--- src/rtl/chunked_seq_adder_if.sv ---
// Handshake and operand bus for chunked_seq_adder.
//   start/mode/A/B : requester -> adder (new operation request and operands)
//   busy/done      : adder -> requester (operation status)
//   sum/overflow   : adder -> requester (last completed result)
interface chunked_seq_adder_if #(
  parameter int WIDTH = 24
);
  logic             start;
  logic [1:0]       mode;
  logic [WIDTH-1:0] A;
  logic [WIDTH-1:0] B;
  logic             busy;
  logic             done;
  logic [WIDTH:0]   sum;
  logic             overflow;

  modport master (output start, mode, A, B, input busy, done, sum, overflow);
  modport slave  (input start, mode, A, B, output busy, done, sum, overflow);
endinterface

--- src/rtl/chunked_seq_adder.sv ---
// Multi-cycle adder / subtractor / accumulator that adds CHUNK bits per clock
// with a registered carry between chunks.
// Ports:
//   clk   : system clock, rising edge
//   reset : synchronous, active-high
//   bus   : chunked_seq_adder_if.slave (start, mode, A, B, busy, done, sum, overflow)
// Modes: 00 A+B, 01 A-B, 10 acc+A, 11 clear acc.
//
// state  | meaning
// IDLE   | waiting for start, busy=0
// RUN    | adding chunk cnt_q, busy=1, N cycles
// DONE   | result presented, done=1 for one cycle, accepts a new start
module chunked_seq_adder #(
  parameter int WIDTH = 24,
  parameter int CHUNK = 6
) (
  input  logic              clk,
  input  logic              reset,
  chunked_seq_adder_if.slave bus
);
  localparam int N  = WIDTH / CHUNK;
  localparam int CW = (N > 1) ? $clog2(N) : 1;
  localparam logic [CW-1:0] LAST = CW'(N - 1);

  typedef enum logic [1:0] {S_IDLE, S_RUN, S_DONE} state_t;

  state_t           state_q, state_d;
  logic [CW-1:0]    cnt_q;
  logic             carry_q;
  logic [1:0]       mode_q;
  logic [WIDTH-1:0] x_q, y_q, shadow_q, acc_q;
  logic [WIDTH:0]   sum_q;
  logic             ovf_q;

  logic             accept;
  logic [CHUNK:0]   chunk_sum;
  logic [WIDTH-1:0] res;

  // start is only looked at while not busy (IDLE or DONE)
  assign accept = bus.start && (state_q != S_RUN);

  always_ff @(posedge clk) begin
    if (reset) state_q <= S_IDLE;
    else       state_q <= state_d;
  end

  always_comb begin
    state_d = state_q;
    case (state_q)
      S_IDLE, S_DONE: begin
        if (accept)               state_d = (bus.mode == 2'b11) ? S_DONE : S_RUN;
        else if (state_q == S_DONE) state_d = S_IDLE;
      end
      S_RUN:   if (cnt_q == LAST) state_d = S_DONE;
      default: state_d = S_IDLE;
    endcase
  end

  always_comb begin
    bus.busy = (state_q == S_RUN);
    bus.done = (state_q == S_DONE);
  end

  // res is the shadow register with the current chunk merged in; on the last
  // RUN cycle it is the complete result.
  always_comb begin
    chunk_sum = {1'b0, x_q[cnt_q*CHUNK +: CHUNK]} + {1'b0, y_q[cnt_q*CHUNK +: CHUNK]}
              + {{CHUNK{1'b0}}, carry_q};
    res = shadow_q;
    res[cnt_q*CHUNK +: CHUNK] = chunk_sum[CHUNK-1:0];
  end

  always_ff @(posedge clk) begin
    if (reset) begin
      cnt_q    <= '0;
      carry_q  <= 1'b0;
      mode_q   <= 2'b00;
      x_q      <= '0;
      y_q      <= '0;
      shadow_q <= '0;
      acc_q    <= '0;
      sum_q    <= '0;
      ovf_q    <= 1'b0;
    end else if (accept) begin
      mode_q   <= bus.mode;
      cnt_q    <= '0;
      shadow_q <= '0;
      case (bus.mode)
        2'b00: begin x_q <= bus.A; y_q <= bus.B;  carry_q <= 1'b0; end
        2'b01: begin x_q <= bus.A; y_q <= ~bus.B; carry_q <= 1'b1; end
        2'b10: begin x_q <= acc_q; y_q <= bus.A;  carry_q <= 1'b0; end
        default: begin
          // clear goes straight to DONE, so its results land on this edge
          acc_q <= '0;
          sum_q <= '0;
          ovf_q <= 1'b0;
        end
      endcase
    end else if (state_q == S_RUN) begin
      carry_q  <= chunk_sum[CHUNK];
      shadow_q <= res;
      cnt_q    <= cnt_q + 1'b1;
      if (cnt_q == LAST) begin
        sum_q <= {chunk_sum[CHUNK], res};
        ovf_q <= (x_q[WIDTH-1] == y_q[WIDTH-1]) && (res[WIDTH-1] != x_q[WIDTH-1]);
        if (mode_q == 2'b10) acc_q <= res;
      end
    end
  end

  assign bus.sum      = sum_q;
  assign bus.overflow = ovf_q;
endmodule

--- src/flat_wrapper.sv ---
// flat-port wrapper written by rule: the top's interface ports become plain ports
module chunked_seq_adder_flat 
#(
  parameter int WIDTH = 24,
  parameter int CHUNK = 6
)
  (clk, reset, bus_start, bus_mode, bus_A, bus_B, bus_busy, bus_done, bus_sum, bus_overflow);
  chunked_seq_adder_if #(.WIDTH(WIDTH)) bus_i ();
  input  logic clk;
  input  logic reset;
  input wire logic [$bits(bus_i.start)-1:0] bus_start;
  input wire logic [$bits(bus_i.mode)-1:0] bus_mode;
  input wire logic [$bits(bus_i.A)-1:0] bus_A;
  input wire logic [$bits(bus_i.B)-1:0] bus_B;
  output wire logic [$bits(bus_i.busy)-1:0] bus_busy;
  output wire logic [$bits(bus_i.done)-1:0] bus_done;
  output wire logic [$bits(bus_i.sum)-1:0] bus_sum;
  output wire logic [$bits(bus_i.overflow)-1:0] bus_overflow;
  assign bus_i.start = bus_start;
  assign bus_i.mode = bus_mode;
  assign bus_i.A = bus_A;
  assign bus_i.B = bus_B;
  assign bus_busy = bus_i.busy;
  assign bus_done = bus_i.done;
  assign bus_sum = bus_i.sum;
  assign bus_overflow = bus_i.overflow;
  chunked_seq_adder #(.WIDTH(WIDTH), .CHUNK(CHUNK)) u_core (.clk(clk), .reset(reset), .bus(bus_i));
endmodule
--- config.mk ---
export PLATFORM = sky130hd
export DESIGN_NAME = chunked_seq_adder_flat
export DESIGN_NICKNAME = d
export VERILOG_FILES = /design/src/rtl/chunked_seq_adder_if.sv /design/src/rtl/chunked_seq_adder.sv /design/src/flat_wrapper.sv
export SDC_FILE = /design/constraint.sdc
export NUM_CORES = 1
export LEC_CHECK = 0
export CORE_MARGIN = 3
export CORE_UTILIZATION = 57
export CTS_CLUSTER_DIAMETER = 120
export DETAILED_ROUTE_END_ITERATION = 16
export DONT_BUFFER_PORTS = 1
export PLACE_DENSITY = 0.68
export SLEW_MARGIN = 20
export SYNTH_ARGS = -nofsm -noshare
export SYNTH_HDL_FRONTEND = slang
export SYNTH_SLANG_ARGS = --single-unit
--- constraint.sdc ---
create_clock -name clk -period 9.6 [get_ports clk]
set_clock_uncertainty 0.2 [all_clocks]
set_input_delay 2.88 -clock clk [delete_from_list [all_inputs] [get_ports clk]]
set_output_delay 2.88 -clock clk [all_outputs]
set_load 0.01 [all_outputs]
==> results of run 1 <==
[power by group]
part | switching, mW | leakage [nW] | total (mW) | internal [mW]
clock | 0.223 | 0.276 | 0.613 | 0.390
combinational | 0.118 | 1.15 | 0.181 | 0.0627
sequential | 0.0131 | 1.05 | 0.570 | 0.557
[cell type report]
class,instances,area [µm²],area share
timing repair buffer,7,52.6,0.00744
clock inverter,7,85.1,0.0120
inverter,14,52.6,0.00744
multi-input combinational,550,3650,0.516
clock buffer,23,468,0.0663
tap,140,175,0.0248
sequential,129,2580,0.366
[metal layers]
layer / track usage / vias to the layer above
met2: 0.455 / 211
met3: 0.0791 / 39
met5: 0 / -
li1: - / 2669
met1: 0.411 / 2709
met4: 0.122 / 0
[critical path, delay by kind of cell, from the launching register on]
kind | cells | cell delay (ps)
buf+inv | 2 | 530
simple gates | 1 | 440
flops | 1 | 380
[worst max-delay path by stage]
stage	start	to	slack, ps	depth (start not counted)
2_1_floorplan	bus_mode[0]	u_core.x_q[13]$_SDFFE_PP0P_	5220	7
3_3_place_gp	bus_mode[0]	u_core.acc_q[12]$_SDFFE_PP0P_	4700	5
3_5_place_dp	bus_mode[0]	u_core.acc_q[19]$_SDFFE_PP0P_	4590	5
4_1_cts	u_core.state_q[0]$_SDFFE_PP0P_	bus_busy	4740	3
5_1_grt	u_core.state_q[0]$_SDFFE_PP0P_	bus_busy	4580	3
6_report	u_core.state_q[0]$_SDFFE_PP0P_	bus_busy	4710	3
[kinds of logic after synthesis]
family	count (synthesis)	share of synthesized area
mux	39	0.0828
simple gates	279	0.203
flops	129	0.396
xor+xnor	2	0.00268
compound gates	212	0.232
buf+inv	75	0.0470
fa+ha+maj	18	0.0368
[synthesized netlist by cell type (all sizes together), types with 3 or more instances]
| master | number |
|---|---|
| a22o | 13 |
| nor3 | 3 |
| a22oi | 8 |
| a31o | 3 |
| mux4 | 12 |
| buf | 20 |
| and2 | 3 |
| o2bb2ai | 11 |
| or2 | 3 |
| a21oi | 48 |
| o21ai | 24 |
| nand2b | 32 |
| a31oi | 9 |
| nand3 | 42 |
| nor2 | 63 |
| inv | 14 |
| clkbuf | 41 |
| o211ai | 26 |
| nor2b | 15 |
| nand2 | 99 |
| dfxtp | 129 |
| nand4 | 6 |
| ha | 16 |
| o32ai | 3 |
| mux2i | 27 |
| o21a | 3 |
| a32oi | 11 |
| o31ai | 9 |
| a211oi | 30 |
[through the flow]
| stage | util | cell area [µm²] | instances | hold slack [ps] | total power, mW |
|---|---|---|---|---|---|
| after floorplan | - | 6530 | 754 | 225 | 0.718 |
| after global placement | 0.590 | 6510 | 840 | 230 | 0.754 |
| after detailed placement | 0.590 | 6510 | 840 | 234 | 0.760 |
| after CTS | 0.640 | 7060 | 870 | 241 | 1.37 |
| after global routing | 0.640 | 7060 | 870 | 263 | 1.41 |
| final | 0.640 | 7060 | 870 | 244 | 1.36 |
[sequential cells by signal (all words and copies together) (netlist names)]
signal	flops
u_core.acc_q	24
u_core.x_q	24
u_core.bus.sum	25
u_core.bus.overflow	1
u_core.carry_q	1
u_core.shadow_q	24
u_core.cnt_q	2
u_core.state_q	2
u_core.y_q	24
u_core.mode_q	2
[cells in the final DEF (no fill, tap or decap), drive strengths merged, types with 5 or more instances in the layout]
cell,n
nand4,6
mux2i,27
a22oi,8
nand3,42
o211ai,26
dfxtp,129
nand2b,32
mux4,12
o31ai,9
a22o,13
buf,7
inv,14
nand2,99
a21oi,48
o21ai,24
a211oi,30
clkinv,5
nor2b,15
nor2,63
o2bb2ai,11
a32oi,11
a31oi,9
ha,16
clkbuf,23
==> metrics, run 1 <==
post-synthesis register bit count 129; met3 wire length 1400 µm; initial detailed-routing violation count 549; Hold Buf Count CTS 0; fin nets 790; Post-CTS Setup Bufs 0; Chip Width 113 µm; n_diodes 0; CTS tree built; Syn. warnings 0; largest net degree at the start of global routing 85; share of cells above drive strength 1 0.0918; root buffer cell clkbuf_16; RSZ-0062 raised after global routing no; post-CTS sizing 0; hold crit path type reg2reg; Worst setup EP type primary output; clk_lat worst skew 420 ps; wire per inst 21.2 µm; run status complete, no violations; element type at the critical path start flop; Starting Density 0.592; Fillers 926; Worst Min Path Start u_core.mode_q[1]$_SDFFE_PP0P_; Max Cap Viol 0; Rel. slew slack 0.362; Crit Reg-Reg Startpoint u_core.cnt_q[1]$_SDFFE_PP0P_; Netlist cell types 62; setup_tns 0 ps; CP max stage cell nand2b_1; Synth top area share 0.396; Post-synth EDFFs 0; Post-DP HPWL 13100 µm; Max Buffers Root-to-Sink 2; TritonCTS Buffers 17; vias per inst 6.47; Final Max Slew Viols 0; Highest Signal Layer met4; dpl ws 4590 ps; Post-Syn Instances 754; Detail Route Antenna Nets 0; Hold Vio Cnt, Final 0; drt total wl 18500 µm; Core Region 11000 µm²; H-tree levels 4; Setup-failing EPs final 0; arrival time worst endpoint 1810 ps; critical path class reg2out; area delta synth->final 8.18%; crit path cell chain nand2b_1 > inv_1 > buf_4; die area 12800 µm²; GRT Resource Usage Total 0.301; Die Ht 113 µm; cell taking the most area after synthesis dfxtp_1; Peak Freq 205 MHz; Post-Syn Nets 825; Clock transition at path regs 50 ps; # clock sinks 129; grt ovf 0; reg2reg setup slack 5360 ps; first-pass GRT wire length 29700 µm; Max IR drop VDD 233 µV; hold path endpoint u_core.mode_q[1]$_SDFFE_PP0P_; Worst R2R End u_core.bus.sum[16]$_SDFFE_PP0P_; setup slack after layout 4710 ps; Least-Margin Pin Slew 955 ps; hold depth 2; Synth area leaders dfxtp_1 (40%), nand2_1 (5.7%), mux2i_1 (4.1%); IO buf count 0; leakage 2.47 nW; drc violations 0; met2 WL 8520 µm; fraction of registers with async set/reset 0; total I/O pin count 81; syn avg cell area 8.66 µm²; fin crit share 0.509; GP Congestion 0.907; slowest cell delay on critical path 440 ps; PwrDens 193 nW/µm²; Post-Syn Area 6530 µm²; routed metal-1 wirelength 8080 µm; initial antenna violation count 0; Main synth FF type dfxtp_1; Site Rows 38; vias post-DR 5628; Crit Path Max Fanout 31; CP required 6520 ps; worst reg2reg path depth 8; vias in the first global route 5396; Seq/Total Area, Yosys 0.396; Detailed Routing Iterations Pass 1 8; min Tclk post-route 4890 ps
No activity file was read; power rests on OpenSTA's default activity.
==> run 2: changes to the inputs <==
--- a/config.mk
+++ b/config.mk
@@ -10,7 +10,7 @@
 export CTS_CLUSTER_DIAMETER = 120
 export DETAILED_ROUTE_END_ITERATION = 16
 export DONT_BUFFER_PORTS = 1
-export PLACE_DENSITY = 0.68
+export PLACE_DENSITY = 0.71
 export SLEW_MARGIN = 20
 export SYNTH_ARGS = -nofsm -noshare
 export SYNTH_HDL_FRONTEND = slang
==> constraint.sdc (replaced) <==
create_clock -name clk -period 4.1 [get_ports clk]
set_clock_uncertainty 0.2 [all_clocks]
set_input_delay 1.23 -clock clk [delete_from_list [all_inputs] [get_ports clk]]
set_output_delay 1.23 -clock clk [all_outputs]
set_load 0.01 [all_outputs]
==> run 2 against run 1 <==
  * Core utilization grew 0.68 points
  * Sequential cell count is the same
  * Sequential share of layout area shrank 0.38 points
  * Critical path depth grew 5
  * Clock power grew 130%
  * Routed wire length shrank 0.82%
  * Register-to-register slack lost 4900 ps
  * First-iteration DRC count grew 13%
  * Worst hold slack gained 4.7 ps
  * Critical endpoint is now u_core.bus.sum[8]$_SDFFE_PP0P_
  * Highest routed layer unchanged
==> metrics, run 2 (synthesized netlist as in run 1, its figures left out) <==
Multi-input gate area 3650 µm²; share of cells above drive strength 1 0.101; Largest register FFs 25; TritonCTS Buffers 17; CP required 4170 ps; post-CTS sizing 0; vias post-DR 5654; initial antenna violation count 0; met3 wire length 1630 µm; # clock sinks 129; die area 12800 µm²; Chip Width 113 µm; Max Cap Viol 0; vias in the first global route 5359; met2 WL 8090 µm; initial detailed-routing violation count 618; Detailed Routing Iterations Pass 1 6; Max Buffers Root-to-Sink 2; largest net degree at the start of global routing 85; Max IR drop VDD 402 µV; # placed instances 847; Site Rows 38; GP Congestion 0.878; Crit Path Max Fanout 6; total I/O pin count 81; element type at the critical path start flop; arrival time worst endpoint 3730 ps; leakage 2.51 nW; root buffer cell clkbuf_16; hold depth 2; Worst setup EP type flop; Highest Signal Layer met4; Core Region 11000 µm²; IO buf count 0; Detail Route Antenna Nets 0; clk_lat worst skew 420 ps; setup_tns 0 ps; reg2reg setup slack 450 ps; Post-DP HPWL 13300 µm; Post-CTS Setup Bufs 0; fin crit share 0.891; most frequent cells in the layout dfxtp_1 (129), nand2_1 (99), nor2_1 (61); Hold Buf Count CTS 0; first-pass GRT wire length 29300 µm; drc violations 0; Die Ht 113 µm; drt total wl 18300 µm; fin nets 797; fin util 0.647; sequential cell area 2580 µm²; Finished Layout Cells 879; Setup-failing EPs final 0; routed metal-1 wirelength 8120 µm; RSZ-0062 raised after global routing no; min Tclk post-route 3650 ps; PwrDens 449 nW/µm²; run status complete, no violations; Least-Margin Pin Slew 925 ps; leading cell type in the layout, fill and taps excluded dfxtp_1; Final Max Slew Viols 0; Hold Vio Cnt, Final 0; critical path class reg2reg; H-tree levels 4; worst reg2reg path depth 8; CTS tree built; GRT Resource Usage Total 0.295; hold crit path type reg2reg; Clock transition at path regs 60 ps; grt ovf 0; wire per inst 20.9 µm; Starting Density 0.592; vias per inst 6.43; Fillers 936; Peak Freq 274 MHz; area delta synth->final 9.33%; Rel. slew slack 0.383; n_diodes 0
[run 2: changes by cell type in the layout (fill, tap and decap cells not counted)]
cell,previous run,this run
bufinv_16,2,1
clkbuf_1,4,5
buf_4,7,13
buf_12,0,1
clkbuf_8,2,5
clkinv_2,5,4
[run 2: through the flow]
step	area [µm²]	worst slack [ps]	hold slack (ps)	power [mW]
floorplan	6530	406	225	1.68
global placement	6570	582	233	1.77
detailed placement	6570	504	239	1.78
CTS	7140	469	247	3.20
global route	7140	203	268	3.32
finish	7140	447	248	3.20
[run 2: final cells by class]
type / instances / area share
multi-input cells: 550 / 0.511
flip-flops and latches: 129 / 0.362
clock buffers: 27 / 0.0719
well taps: 140 / 0.0245
repair buffers: 14 / 0.0165
inverters: 14 / 0.00736
clock inverters: 5 / 0.00701
[run 2: worst max-delay path: stages, from the launching register on]
cell,delay (ps)
dfxtp_1,410
mux4_2,540
fa_1,460
fa_1,440
a21o_1,230
a211oi_2,410
nor2_2,140
a31oi_1,510
o21ai_0,170
[run 2: path summary, 6_finish.rpt]
kind,startpoint,to
setup / recovery,u_core.cnt_q[0]$_SDFFE_PP0P_,u_core.bus.sum[8]$_SDFFE_PP0P_
hold / removal,u_core.shadow_q[3]$_SDFFE_PP0P_,u_core.shadow_q[3]$_SDFFE_PP0P_
setup reg to reg,u_core.cnt_q[0]$_SDFFE_PP0P_,u_core.bus.sum[8]$_SDFFE_PP0P_
hold reg to reg,u_core.shadow_q[3]$_SDFFE_PP0P_,u_core.shadow_q[3]$_SDFFE_PP0P_
[run 2: power by group]
group,internal (mW),switching (mW)
Clock,0.910,0.526
Combinational,0.153,0.277
Sequential,1.30,0.0337
[run 2: layer usage]
| metal | track usage | vias to the layer above |
|---|---|---|
| met1 | 0.407 | 2672 |
| met3 | 0.0813 | 32 |
| met4 | 0.114 | 0 |
| li1 | - | 2685 |
| met5 | 0 | - |
| met2 | 0.443 | 265 |
==> run 3: changes to the inputs <==
--- a/config.mk
+++ b/config.mk
@@ -7,6 +7,7 @@
 export LEC_CHECK = 0
 export CORE_MARGIN = 3
 export CORE_UTILIZATION = 57
+export CTS_BUF_LIST = sky130_fd_sc_hd__clkbuf_8 sky130_fd_sc_hd__clkbuf_16
 export CTS_CLUSTER_DIAMETER = 120
 export DETAILED_ROUTE_END_ITERATION = 16
 export DONT_BUFFER_PORTS = 1
==> run 3 against run 2 <==
  * Cell count unchanged
  * Power down 0.35%
  * Cell area unchanged
  * Clock power about the same
  * Fmax down 0.13%
  * Sequential share of layout area unchanged
  * Die area unchanged
  * Critical path depth unchanged
  * Critical endpoint unchanged
==> metrics, run 3 (synthesized netlist as in run 1, its figures left out) <==
run status complete, no violations; wire per inst 20.9 µm; fin crit share 0.892; CP required 4180 ps; leading cell type in the layout, fill and taps excluded dfxtp_1; clk_lat worst skew 420 ps; Top cell by count, worst path fa_1; setup_tns 0 ps; post-CTS sizing 0; critical path class reg2reg; vias per inst 6.41; Core Region 11000 µm²; grt ovf 0; share of cells above drive strength 1 0.101; Max Buffers Root-to-Sink 2; GP Congestion 0.878; initial detailed-routing violation count 618; Hold Buf Count CTS 0; PwrDens 447 nW/µm²; Die Ht 113 µm; Power, Total 3.19 mW; Post-CTS Setup Bufs 0; Peak Freq 273 MHz; drt total wl 18400 µm; total I/O pin count 81; Final Max Slew Viols 0; GRT Resource Usage Total 0.295; met3 track demand over resource 0.0813; Clock transition at path regs 60 ps; leakage 2.53 nW; Chip Width 113 µm; H-tree levels 4; fin nets 797; drc violations 0; crit path cell chain mux4_2 > fa_1 > fa_1 > a21o_1 > a211oi_2 > nor2_2 > a31oi_1 > o21ai_0; Detail Route Antenna Nets 0; Starting Density 0.592; Setup-failing EPs final 0; M1 GR Usage 0.407; CTS tree built; die area 12800 µm²; met2 usage 0.443; Post-DP HPWL 13300 µm; RSZ-0062 raised after global routing no; vias in the first global route 5359; hold crit path type reg2reg; area delta synth->final 9.33%; slowest cell delay on critical path 540 ps; Site Rows 38; element type at the critical path start flop; Hold Vio Cnt, Final 0; initial antenna violation count 0; Fillers 936; gr busiest metal met2; TritonCTS Buffers 17; Max Cap Viol 0; n_diodes 0; Detailed Routing Iterations Pass 1 7; Max IR drop VDD 400 µV; vias post-DR 5636; root buffer cell clkbuf_16; arrival time worst endpoint 3730 ps; Crit Path Max Fanout 6; # clock sinks 129; IO buf count 0; first-pass GRT wire length 29300 µm; Largest register FFs 25; Least-Margin Pin Slew 922 ps; CP max stage cell mux4_2; min Tclk post-route 3660 ps; Rel. slew slack 0.385; most frequent cells in the layout dfxtp_1 (129), nand2_1 (99), nor2_1 (61); Worst setup EP type flop; largest net degree at the start of global routing 85
run 3: worst paths after layout:
kind | startpoint | end | slack, ps | depth (start not counted)
max | u_core.cnt_q[0]$_SDFFE_PP0P_ | u_core.bus.sum[8]$_SDFFE_PP0P_ | 440 | 8
min | u_core.shadow_q[3]$_SDFFE_PP0P_ | u_core.shadow_q[3]$_SDFFE_PP0P_ | 250 | 2
max reg2reg | u_core.cnt_q[0]$_SDFFE_PP0P_ | u_core.bus.sum[8]$_SDFFE_PP0P_ | 440 | 8
min reg2reg | u_core.shadow_q[3]$_SDFFE_PP0P_ | u_core.shadow_q[3]$_SDFFE_PP0P_ | 250 | 2
run 3: layout make-up:
class | instances | area, µm² | share of cell area
repair buffers | 14 | 118 | 0.0165
multi-input cells | 550 | 3650 | 0.511
inverters | 14 | 52.6 | 0.00736
flip-flops and latches | 129 | 2580 | 0.362
well taps | 140 | 175 | 0.0245
clock buffers | 22 | 494 | 0.0692
clock inverters | 10 | 68.8 | 0.00964
run 3: metrics by stage:
stage,area [µm²],hold slack (ps),utilization,cells,worst slack [ps]
4_1_cts,7140,247,0.647,879,469
5_1_grt,7140,268,0.647,879,203
3_3_place_gp,6570,233,0.596,847,582
6_report,7140,248,0.647,879,443
3_5_place_dp,6570,239,0.596,847,504
2_1_floorplan,6530,225,-,754,406
run 3: metal layers:
| metal | part of all wire | vias to the layer above |
|---|---|---|
| met5 | 0 | - |
| met4 | 0.027 | 0 |
| met3 | 0.093 | 32 |
| met2 | 0.44 | 261 |
| met1 | 0.44 | 2657 |
| li1 | - | 2686 |
run 3: power breakdown:
group / total, mW / internal [mW] / switching, mW
clock network: 1.42 / 0.897 / 0.527
logic: 0.431 / 0.153 / 0.278
registers: 1.34 / 1.30 / 0.0337
run 3: worst max-delay path, delay by kind of cell (launching register included):
family,cells,cell delay [ps]
AOI/OAI and AO/OA,4,1330
adders and majority gates,2,900
DFF,1,410
muxes,1,540
and+or+nand+nor,1,140
